$ cat src/rtl/gcm_pkg.sv
// Shared GHASH constants, block-type codes and the engine state encoding.
package gcm_pkg;
  localparam int BLK_W = 128;
  localparam int LEN_W = 64;
  localparam logic [BLK_W-1:0] GHASH_R = 128'hE1000000000000000000000000000000;
  localparam logic BLK_AAD = 1'b0;
  localparam logic BLK_CT  = 1'b1;

  typedef enum logic [1:0] {IDLE, READY, MULT, DONE} ghash_state_t;
endpackage

$ cat src/rtl/gf128_mul_step.sv
// Combinational slice of the bit-reflected GF(2^128) multiply: advances (Z, V)
// over BITS bits of X, most significant bit first.
module gf128_mul_step
  import gcm_pkg::*;
#(
  parameter int BITS = 8
) (
  input  logic [BITS-1:0]  x_bits,
  input  logic [BLK_W-1:0] z_in,
  input  logic [BLK_W-1:0] v_in,
  output logic [BLK_W-1:0] z_out,
  output logic [BLK_W-1:0] v_out
);
  logic [BLK_W-1:0] w_z;
  logic [BLK_W-1:0] w_v;

  always_comb begin
    w_z = z_in;
    w_v = v_in;
    for (int i = 0; i < BITS; i++) begin
      if (x_bits[BITS-1-i]) w_z = w_z ^ w_v;
      // Multiply V by x: shift toward vector bit 0, reduce when x^127 falls off.
      w_v = w_v[0] ? ((w_v >> 1) ^ GHASH_R) : (w_v >> 1);
    end
    z_out = w_z;
    v_out = w_v;
  end
endmodule

$ cat src/rtl/gcm_ghash_core.sv
// Sequential GHASH engine: absorbs AAD then CT blocks, folds the length block.
// Optional macro GHASH_ORDER_CHECK_EN adds AAD/CT ordering and partial-block checks.
module gcm_ghash_core
  import gcm_pkg::*;
#(
  parameter int BITS_PER_CYCLE = 8
) (
  input  logic         clk,
  input  logic         rst,
  input  logic         start,
  input  logic [127:0] h_in,
  input  logic         blk_valid,
  output logic         blk_ready,
  input  logic [127:0] blk_data,
  input  logic         blk_type,
  input  logic [4:0]   blk_bytes,
  input  logic         final_valid,
  output logic         busy,
  output logic         tag_valid,
  output logic [127:0] ghash_out,
  output logic         err
);
  localparam int NCYC = BLK_W / BITS_PER_CYCLE;

  ghash_state_t     r_state, w_state_next;
  logic [BLK_W-1:0] r_h, r_y, r_x, r_z, r_v;
  logic [LEN_W-1:0] r_len_a, r_len_c;
  logic [7:0]       r_cnt;
  logic             r_fin, r_err;
  logic [BLK_W-1:0] w_z_step, w_v_step;
  logic [4:0]       w_bytes_eff;
  logic [LEN_W-1:0] w_len_inc;
  logic             w_bytes_bad, w_accept, w_final_go, w_last, w_err_set;

  assign w_bytes_bad = (blk_bytes == 5'd0) || (blk_bytes > 5'd16);
  assign w_bytes_eff = w_bytes_bad ? 5'd16 : blk_bytes;
  assign w_len_inc   = {56'd0, w_bytes_eff, 3'b000};
  assign w_accept    = (r_state == READY) && blk_valid;
  assign w_final_go  = (r_state == READY) && final_valid && !blk_valid;
  assign w_last      = (r_cnt == 8'(NCYC - 1));

  assign blk_ready = (r_state == READY);
  assign busy      = (r_state == MULT);
  assign tag_valid = (r_state == DONE);
  assign ghash_out = r_y;
  assign err       = r_err;

  gf128_mul_step #(.BITS(BITS_PER_CYCLE)) u_step (
    .x_bits (r_x[BLK_W-1 -: BITS_PER_CYCLE]),
    .z_in   (r_z),
    .v_in   (r_v),
    .z_out  (w_z_step),
    .v_out  (w_v_step)
  );

`ifdef GHASH_ORDER_CHECK_EN
  logic r_seen_ct, r_short_aad, r_short_ct;

  always_ff @(posedge clk or posedge rst) begin
    if (rst) begin
      r_seen_ct   <= 1'b0;
      r_short_aad <= 1'b0;
      r_short_ct  <= 1'b0;
    end else if (start) begin
      r_seen_ct   <= 1'b0;
      r_short_aad <= 1'b0;
      r_short_ct  <= 1'b0;
    end else if (w_accept) begin
      if (blk_type == BLK_CT) begin
        r_seen_ct  <= 1'b1;
        r_short_ct <= (w_bytes_eff != 5'd16);
      end else begin
        r_short_aad <= (w_bytes_eff != 5'd16);
      end
    end
  end
`endif

  always_comb begin
    w_state_next = r_state;
    case (r_state)
      IDLE:    w_state_next = IDLE;
      READY:   if (blk_valid || final_valid) w_state_next = MULT;
      MULT:    if (w_last) w_state_next = r_fin ? DONE : READY;
      DONE:    w_state_next = DONE;
      default: w_state_next = IDLE;
    endcase
    if (start) w_state_next = READY;
  end

  always_comb begin
    w_err_set = 1'b0;
    if ((r_state == READY) && blk_valid && final_valid) w_err_set = 1'b1;
    if ((r_state != READY) && final_valid) w_err_set = 1'b1;
    if ((r_state != READY) && (r_state != IDLE) && blk_valid) w_err_set = 1'b1;
    if (w_accept && w_bytes_bad) w_err_set = 1'b1;
`ifdef GHASH_ORDER_CHECK_EN
    if (w_accept && (blk_type == BLK_AAD) && r_seen_ct) w_err_set = 1'b1;
    if (w_accept && (((blk_type == BLK_AAD) && r_short_aad) ||
                     ((blk_type == BLK_CT) && r_short_ct))) w_err_set = 1'b1;
`endif
  end

  always_ff @(posedge clk or posedge rst) begin
    if (rst) begin
      r_state <= IDLE;
      r_h     <= '0;
      r_y     <= '0;
      r_x     <= '0;
      r_z     <= '0;
      r_v     <= '0;
      r_len_a <= '0;
      r_len_c <= '0;
      r_cnt   <= '0;
      r_fin   <= 1'b0;
      r_err   <= 1'b0;
    end else begin
      r_state <= w_state_next;
      if (start) begin
        r_h     <= h_in;
        r_y     <= '0;
        r_len_a <= '0;
        r_len_c <= '0;
        r_cnt   <= '0;
        r_fin   <= 1'b0;
        r_err   <= 1'b0;
      end else begin
        if (w_err_set) r_err <= 1'b1;
        if (w_accept || w_final_go) begin
          r_x   <= r_y ^ (w_accept ? blk_data : {r_len_a, r_len_c});
          r_z   <= '0;
          r_v   <= r_h;
          r_cnt <= '0;
          r_fin <= w_final_go;
        end
        if (w_accept) begin
          if (blk_type == BLK_CT) r_len_c <= r_len_c + w_len_inc;
          else                    r_len_a <= r_len_a + w_len_inc;
        end
        if (r_state == MULT) begin
          r_x   <= r_x << BITS_PER_CYCLE;
          r_z   <= w_z_step;
          r_v   <= w_v_step;
          r_cnt <= r_cnt + 8'd1;
          if (w_last) r_y <= w_z_step;
        end
      end
    end
  end
endmodule

$ cat config.mk
export PLATFORM = sky130hd
export DESIGN_NAME = gcm_ghash_core
export DESIGN_NICKNAME = d
export VERILOG_FILES = /design/src/rtl/gcm_pkg.sv /design/src/rtl/gf128_mul_step.sv /design/src/rtl/gcm_ghash_core.sv
export SDC_FILE = /design/constraint.sdc
export NUM_CORES = 2
export LEC_CHECK = 0
export CAP_MARGIN = 20
export CORE_MARGIN = 2
export CORE_UTILIZATION = 54
export CTS_CLUSTER_DIAMETER = 50
export CTS_CLUSTER_SIZE = 20
export DETAILED_ROUTE_END_ITERATION = 6
export GPL_TIMING_DRIVEN = 1
export PLACE_DENSITY = 0.78
export SYNTH_ARGS = -nofsm -noshare
export SYNTH_HDL_FRONTEND = slang
export SYNTH_HIERARCHICAL = 1
export SYNTH_SLANG_ARGS = --single-unit
export TNS_END_PERCENT = 100
$ cat constraint.sdc
create_clock -name clk -period 25.6 [get_ports clk]
set_clock_uncertainty 0.05 [all_clocks]
set_input_delay 5.12 -clock clk [delete_from_list [all_inputs] [get_ports clk]]
set_output_delay 5.12 -clock clk [all_outputs]
set_load 0.005 [all_outputs]
* Yosys cells after proc, flatten, opt, wreduce, memory -nomap -nowiden
Cells that the tools add are included.
** Cells by class
- $lt $le $gt $ge :: 1
- Equality and inequality tests :: 8
- Reduce and logical (&&, ||, !) cells :: 28
- Bitwise logic cells :: 18
- $add $sub $neg :: 3
- Muxes and demuxes :: 49
** Operators with widths (number)
- $mux 128 :: 26
- $xor 128x128->128 :: 9
- $mux 64 :: 6
- $add 64x8->64 :: 2
- $not 3->4 :: 8
- $mux 8 :: 3
- $reduce_bool 2->1 :: 8
- $reduce_and 2->1 :: 5
- $add 8x1->8 const B :: 1
- $eq 8x4->1 const B :: 1
- $logic_and 1x1->1 :: 8
- $mux 1 :: 8
- $mux 2 :: 4
- $pmux 2 s4 :: 1
- $ne 3x2->1 const B :: 2
- $gt 5x5->1 const B :: 1
- $logic_not 5->1 :: 1
- $mux 5 :: 1
- $eq 2x2->1 const B :: 2
- $logic_or 1x1->1 :: 3
- $reduce_bool 3->1 :: 1
- $eq 2x1->1 const B :: 1
- $logic_not 2->1 :: 1
- $ne 2x1->1 const B :: 1
- other kinds (3) :: 3
** Word-level totals
- Bits in registers :: 780
- Input port bits :: 267
- Logic and storage cells :: 118
- Output and inout bits :: 132

* Logic depth before layout (Yosys ltp)
- Word-level depth :: 19
- Depth in mapped cells :: 12

* By module
The synthesis kept the hierarchy.
** Modules (own cells, without submodules)
- gcm_ghash_core :: cells each 3882, instances 1, area each 36157.2 um2
- gf128_mul_step :: cells each 2426, instances 1, area each 15023.2 um2

* Least setup slack after synthesis
No wires, ideal clock.
- Kind :: input to register
- Start :: in blk_bytes[0]
- End :: reg r_len_a[37]
- Setup time :: 0.125 ns
- Arrival time :: 7.816 ns
- Path slack :: 17.610 ns
- Stages on the path :: 10
- Path buffers :: 1
- Cells stage by stage :: or4_1 ha_1 nor2b_1 ha_1 fa_1 maj3_1 a21oi_2 buf_2 nor4_1 mux2_2
** On the way
- Cells in the longest elaborated chain, start to end :: 7
- Elaborated cells on any way between the ends :: 8
- Those cells by class :: add/sub: 1; order compare: 1; mux: 4; reduce/logical: 2
** RTL lines
- from (decl) :: line gcm_ghash_core.sv:16 : input logic [4:0] blk_bytes,
- $gt 5x5->1 / $logic_not 5->1 (equally long branches) :: line gcm_ghash_core.sv:35 : assign w_bytes_bad = (blk_bytes == 5'd0) || (blk_bytes > 5'd16);
- $logic_or 1x1->1 :: line gcm_ghash_core.sv:35
- $mux 5 (*) :: line gcm_ghash_core.sv:36 : assign w_bytes_eff = w_bytes_bad ? 5'd16 : blk_bytes;
- $add 64x8->64 (*) :: line gcm_ghash_core.sv:138 : else r_len_a <= r_len_a + w_len_inc;
- $mux 64 (*) :: line gcm_ghash_core.sv:137 : if (blk_type == BLK_CT) r_len_c <= r_len_c + w_len_inc;
- $mux 64 (*) :: line gcm_ghash_core.sv:136 : if (w_accept) begin
- $mux 64 (*) :: line gcm_ghash_core.sv:119 : if (start) begin
- to (signal assigned) :: line gcm_ghash_core.sv:138
- to (decl) :: line gcm_ghash_core.sv:27 : logic [LEN_W-1:0] r_len_a, r_len_c;
Mark *: on every way between the ends. The rest lies on a longest branch, timed or not. The select of a mux whose other input is x is not followed.
A chain may end at the register's enable or synchronous reset.

* Final worst setup path
- Start :: reg r_state[0]
- End :: out busy
** On the way
- Cells in the longest elaborated chain, start to end :: 1
** RTL lines
- from (decl) :: line gcm_ghash_core.sv:25 : ghash_state_t r_state, w_state_next;
- from (signal assigned) :: line gcm_ghash_core.sv:118 : r_state <= w_state_next;
- $eq 2x2->1 :: line gcm_ghash_core.sv:43 : assign busy = (r_state == MULT);
- to (decl) :: line gcm_ghash_core.sv:18 : output logic busy,
No other way between the ends.

==> results.yml <==
synth:
  post-synth-top-area-fraction_pct: 37.8
  synth_nets: 6587
  post_synth.cell_area_avg_sq_um: 8.11
  sequential_cell_area_fraction_in_the_yosys_report_pct: 37.8
  number_of_instances_in_the_synthesized_netlist: 6308
  synth_area_leader_cell: "dfrtp_1"
  synth_area_sq_mm: 0.0512
  netlist_top_cells_area: "dfrtp_1 (38%), xnor2_1 (15%), nand2_1 (15%)"
  yosysWarningCount: 6
  post-synth-top-count-cell: "nand2_1"
  synth.ff_latch_count: 774
  yosysUniqueCellTypes: 78
  ys_dominant_reg_cell: "dfrtp_1"
  synthTopCellsByCount: "nand2_1 (2091), xnor2_1 (899), dfrtp_1 (774)"
  synthArstFlopShare_pct: 100
  synth-edff-count: 0
sta:
  worst_slew_pin_slew_ps: 1210
  timing.hold.ws_ps: 453
  final_min_period_over_clock_period_pct: 32.5
  rsz_0062_raised_after_global_routing: "no"
  report.final.slew_viol_count: 0
  setup_violations: 0
  max_slew_margin_pct: 19.1
  min_clock_period_post_route_ps: 8330
  max_clock_freq_mhz: 120
  report.final.hold_viol_count: 0
  timing.setup.tns_ps: 0
place:
  dp_hpwl_mm: 105
  gp_routability_congestion: 0.932
  port_buffers: 398
drt:
  route.detailed.vias_per_inst: 5.88
  dr.pass1.iters: 6
  dr.max_layer_used: "met5"
  final_antenna_net_count: 0
  via_count: 44500
  route.final.wire_length_mm: 157
  detail_route.drc_violations: 0
  drt-initial-drc-count: 6053
  m1WireLength_mm: 65.6
  met3_length_mm: 17.2
  met2_routed_wl_mm: 67.7
  avgRoutedWirePerCell_microns: 20.8
global_routing:
  initial_antenna_violation_count: 1
  grt_pass1_vias: 41500
  maximum_number_of_pins_on_one_net_before_global_route_repair: 205
  globalRoute.totalOverflow: 0
  grt_usage_pct: 31.5
  global_route_wire_length_before_repair_mm: 244
clocking:
  htree_num_levels: 3
  clockBufferDepth: 3
  postCtsSetupRepairBufs: 0
  cts_root_buffer: "clkbuf_16"
  clkSinkCount: 774
  ctsHoldBuffers: 0
  cts-buffers-inserted: 97
  clk_transition_reported_paths_ps: 60
  clock_latency_on_the_worst_skew_pair_ps: 700
  tritoncts: "done"
  post_cts_resized: 0
hold_path:
  min-delay-path-class: "flip-flop to flip-flop"
critical_path:
  slowest_stage: "buf_4"
  path_class: "flip-flop to output port"
  r2r.worst_path.cells: 8
  worstPathArrival_ps: 3160
  critical_path.endpoint_type: "output port"
  worstPathRequired_ps: 20430
  setup.reg_to_reg.worst_slack_ps: 20740
  worst_setup_path_start_kind: "flip-flop"
  critical_path.cell_chain: "nand2b_4, buf_4, inv_4, clkdlybuf4s50_1"
  rr_startpoint: "r_state[0]"
  cp-endpoint: "busy"
  worstPathMaxFanout: 62
  worst_setup_path_startpoint: "r_state[0]"
  worst_r2r_endpoint: "r_x[30]"
  critPathMaxStageDelay_ps: 690
die:
  initial_utilization_pct: 54.7
  core_area_sq_mm: 0.0936
  design.portCount: 399
  chipHeight_microns: 312
  die_area_sq_mm: 0.0973
  die_w_microns: 312
  core.rowCount: 112
finish:
  final_core_utilization_pct: 61.9
  n_antenna_cell: 0
  fillCellCount: 7813
  post_route_cells_drive_above_1_share_pct: 6.70
  layout.nets: 6507
  area.growth.synth_to_final_pct: 13.3
power:
  p_leak_nw: 24.2
  power.ir.vdd_worst_mv: 0.0662
  total_power_mw: 6.62
  power_density_mw_per_mm2: 114
status:
  outcome: "finished clean"
flow_run:
  maxCapViolCount: 0
-- cells in the final DEF (no fill, tap or decap), drive strengths merged, types with 3 or more instances in the layout --
| cell type | count |
|---|---|
| nand2 | 2093 |
| buf | 49 |
| xnor3 | 6 |
| and2 | 5 |
| and4 | 7 |
| xor3 | 5 |
| nand2b | 6 |
| mux2i | 122 |
| o31ai | 40 |
| nand3 | 178 |
| clkinv | 25 |
| a21oi | 219 |
| o211ai | 3 |
| xnor2 | 899 |
| nor4 | 16 |
| dfrtp | 774 |
| nor2 | 317 |
| a31oi | 253 |
| a21o | 8 |
| nor3 | 8 |
| maj3 | 4 |
| clkbuf | 101 |
| nand4 | 33 |
| nor2b | 23 |
| mux2 | 147 |
| a2111oi | 3 |
| o21ai | 60 |
| and3 | 13 |
| clkinvlp | 6 |
| bufinv | 8 |
| clkdlybuf4s50 | 397 |
| inv | 68 |
| o41ai | 3 |
| xor2 | 278 |
| a211oi | 12 |
| o22ai | 4 |
| or3 | 35 |
| o2111ai | 4 |
| or4 | 42 |
| ha | 10 |
-- worst min path at each step --
stage             start       end  slack [ps]  cells past startpoint
2_1_floorplan  r_cnt[7]  r_cnt[7]         400                      1
3_3_place_gp   r_cnt[7]  r_cnt[7]         430                      1
3_5_place_dp   r_cnt[7]  r_cnt[7]         440                      1
4_1_cts        r_cnt[3]  r_cnt[3]         450                      1
5_1_grt         r_h[59]   r_h[59]         470                      1
6_report         r_x[1]    r_x[1]         450                      2
-- per-layer routing --
metal | GRT usage [%] | vias to the layer above
met1 | 45.3 | 21600
met3 | 6.85 | 327
met5 | 0 | -
met4 | 12.8 | 2
met2 | 45.8 | 2456
li1 | - | 20100
-- power by group --
group	switching (mW)	internal [mW]	total, mW
logic	1.73	1.55	3.27
clock network	0.688	0.848	1.54
registers	0.381	1.43	1.81
total	2.79	3.83	6.62
-- sequential cells by signal, indices dropped and copies added (netlist names) --
signal     cells
r_v          128
r_z          128
r_fin          1
r_state        2
r_len_a       61
r_cnt          8
err            1
ghash_out    128
r_h          128
r_x          128
r_len_c       61
-- per-stage QoR --
step / area [sq um] / std cells / worst slack (ps)
after floorplan: 51200 / 6308 / 9810
after global placement: 54300 / 7381 / 16490
after detailed placement: 54300 / 7381 / 16490
after CTS: 57900 / 7564 / 17210
after global routing: 58000 / 7566 / 16750
final: 58000 / 7566 / 17270
-- area by class of cell --
type | instances | area [sq um] | share of cell area, %
multi-input combinational | 4884 | 28800 | 49.7
sequential | 774 | 19400 | 33.5
clock buffer | 101 | 2480 | 4.28
tap | 1254 | 1570 | 2.71
inverter | 25 | 100 | 0.173
clock inverter | 82 | 1180 | 2.04
timing repair buffer | 446 | 4410 | 7.60
-- logic make-up (layout without fill, tap and decap cells) --
family | after synthesis | in the layout | synth area share (%)
xor gates and xnor gates | 1188 | 1188 | 20.7
AOI/OAI and AO/OA | 623 | 623 | 7.30
adders and majority gates | 16 | 16 | 0.401
and+or+nand+nor | 2788 | 2788 | 22.2
buffers and inverters | 650 | 654 | 5.92
muxes | 269 | 269 | 5.62
DFF | 774 | 774 | 37.8
-- critical path: cells and delay by family, from the launching register on --
| family | cells | cell delay, ps |
|---|---|---|
| buffers and inverters | 3 | 1670 |
| DFF | 1 | 530 |
| and+or+nand+nor | 1 | 200 |
(Power assumes the default switching activity.)
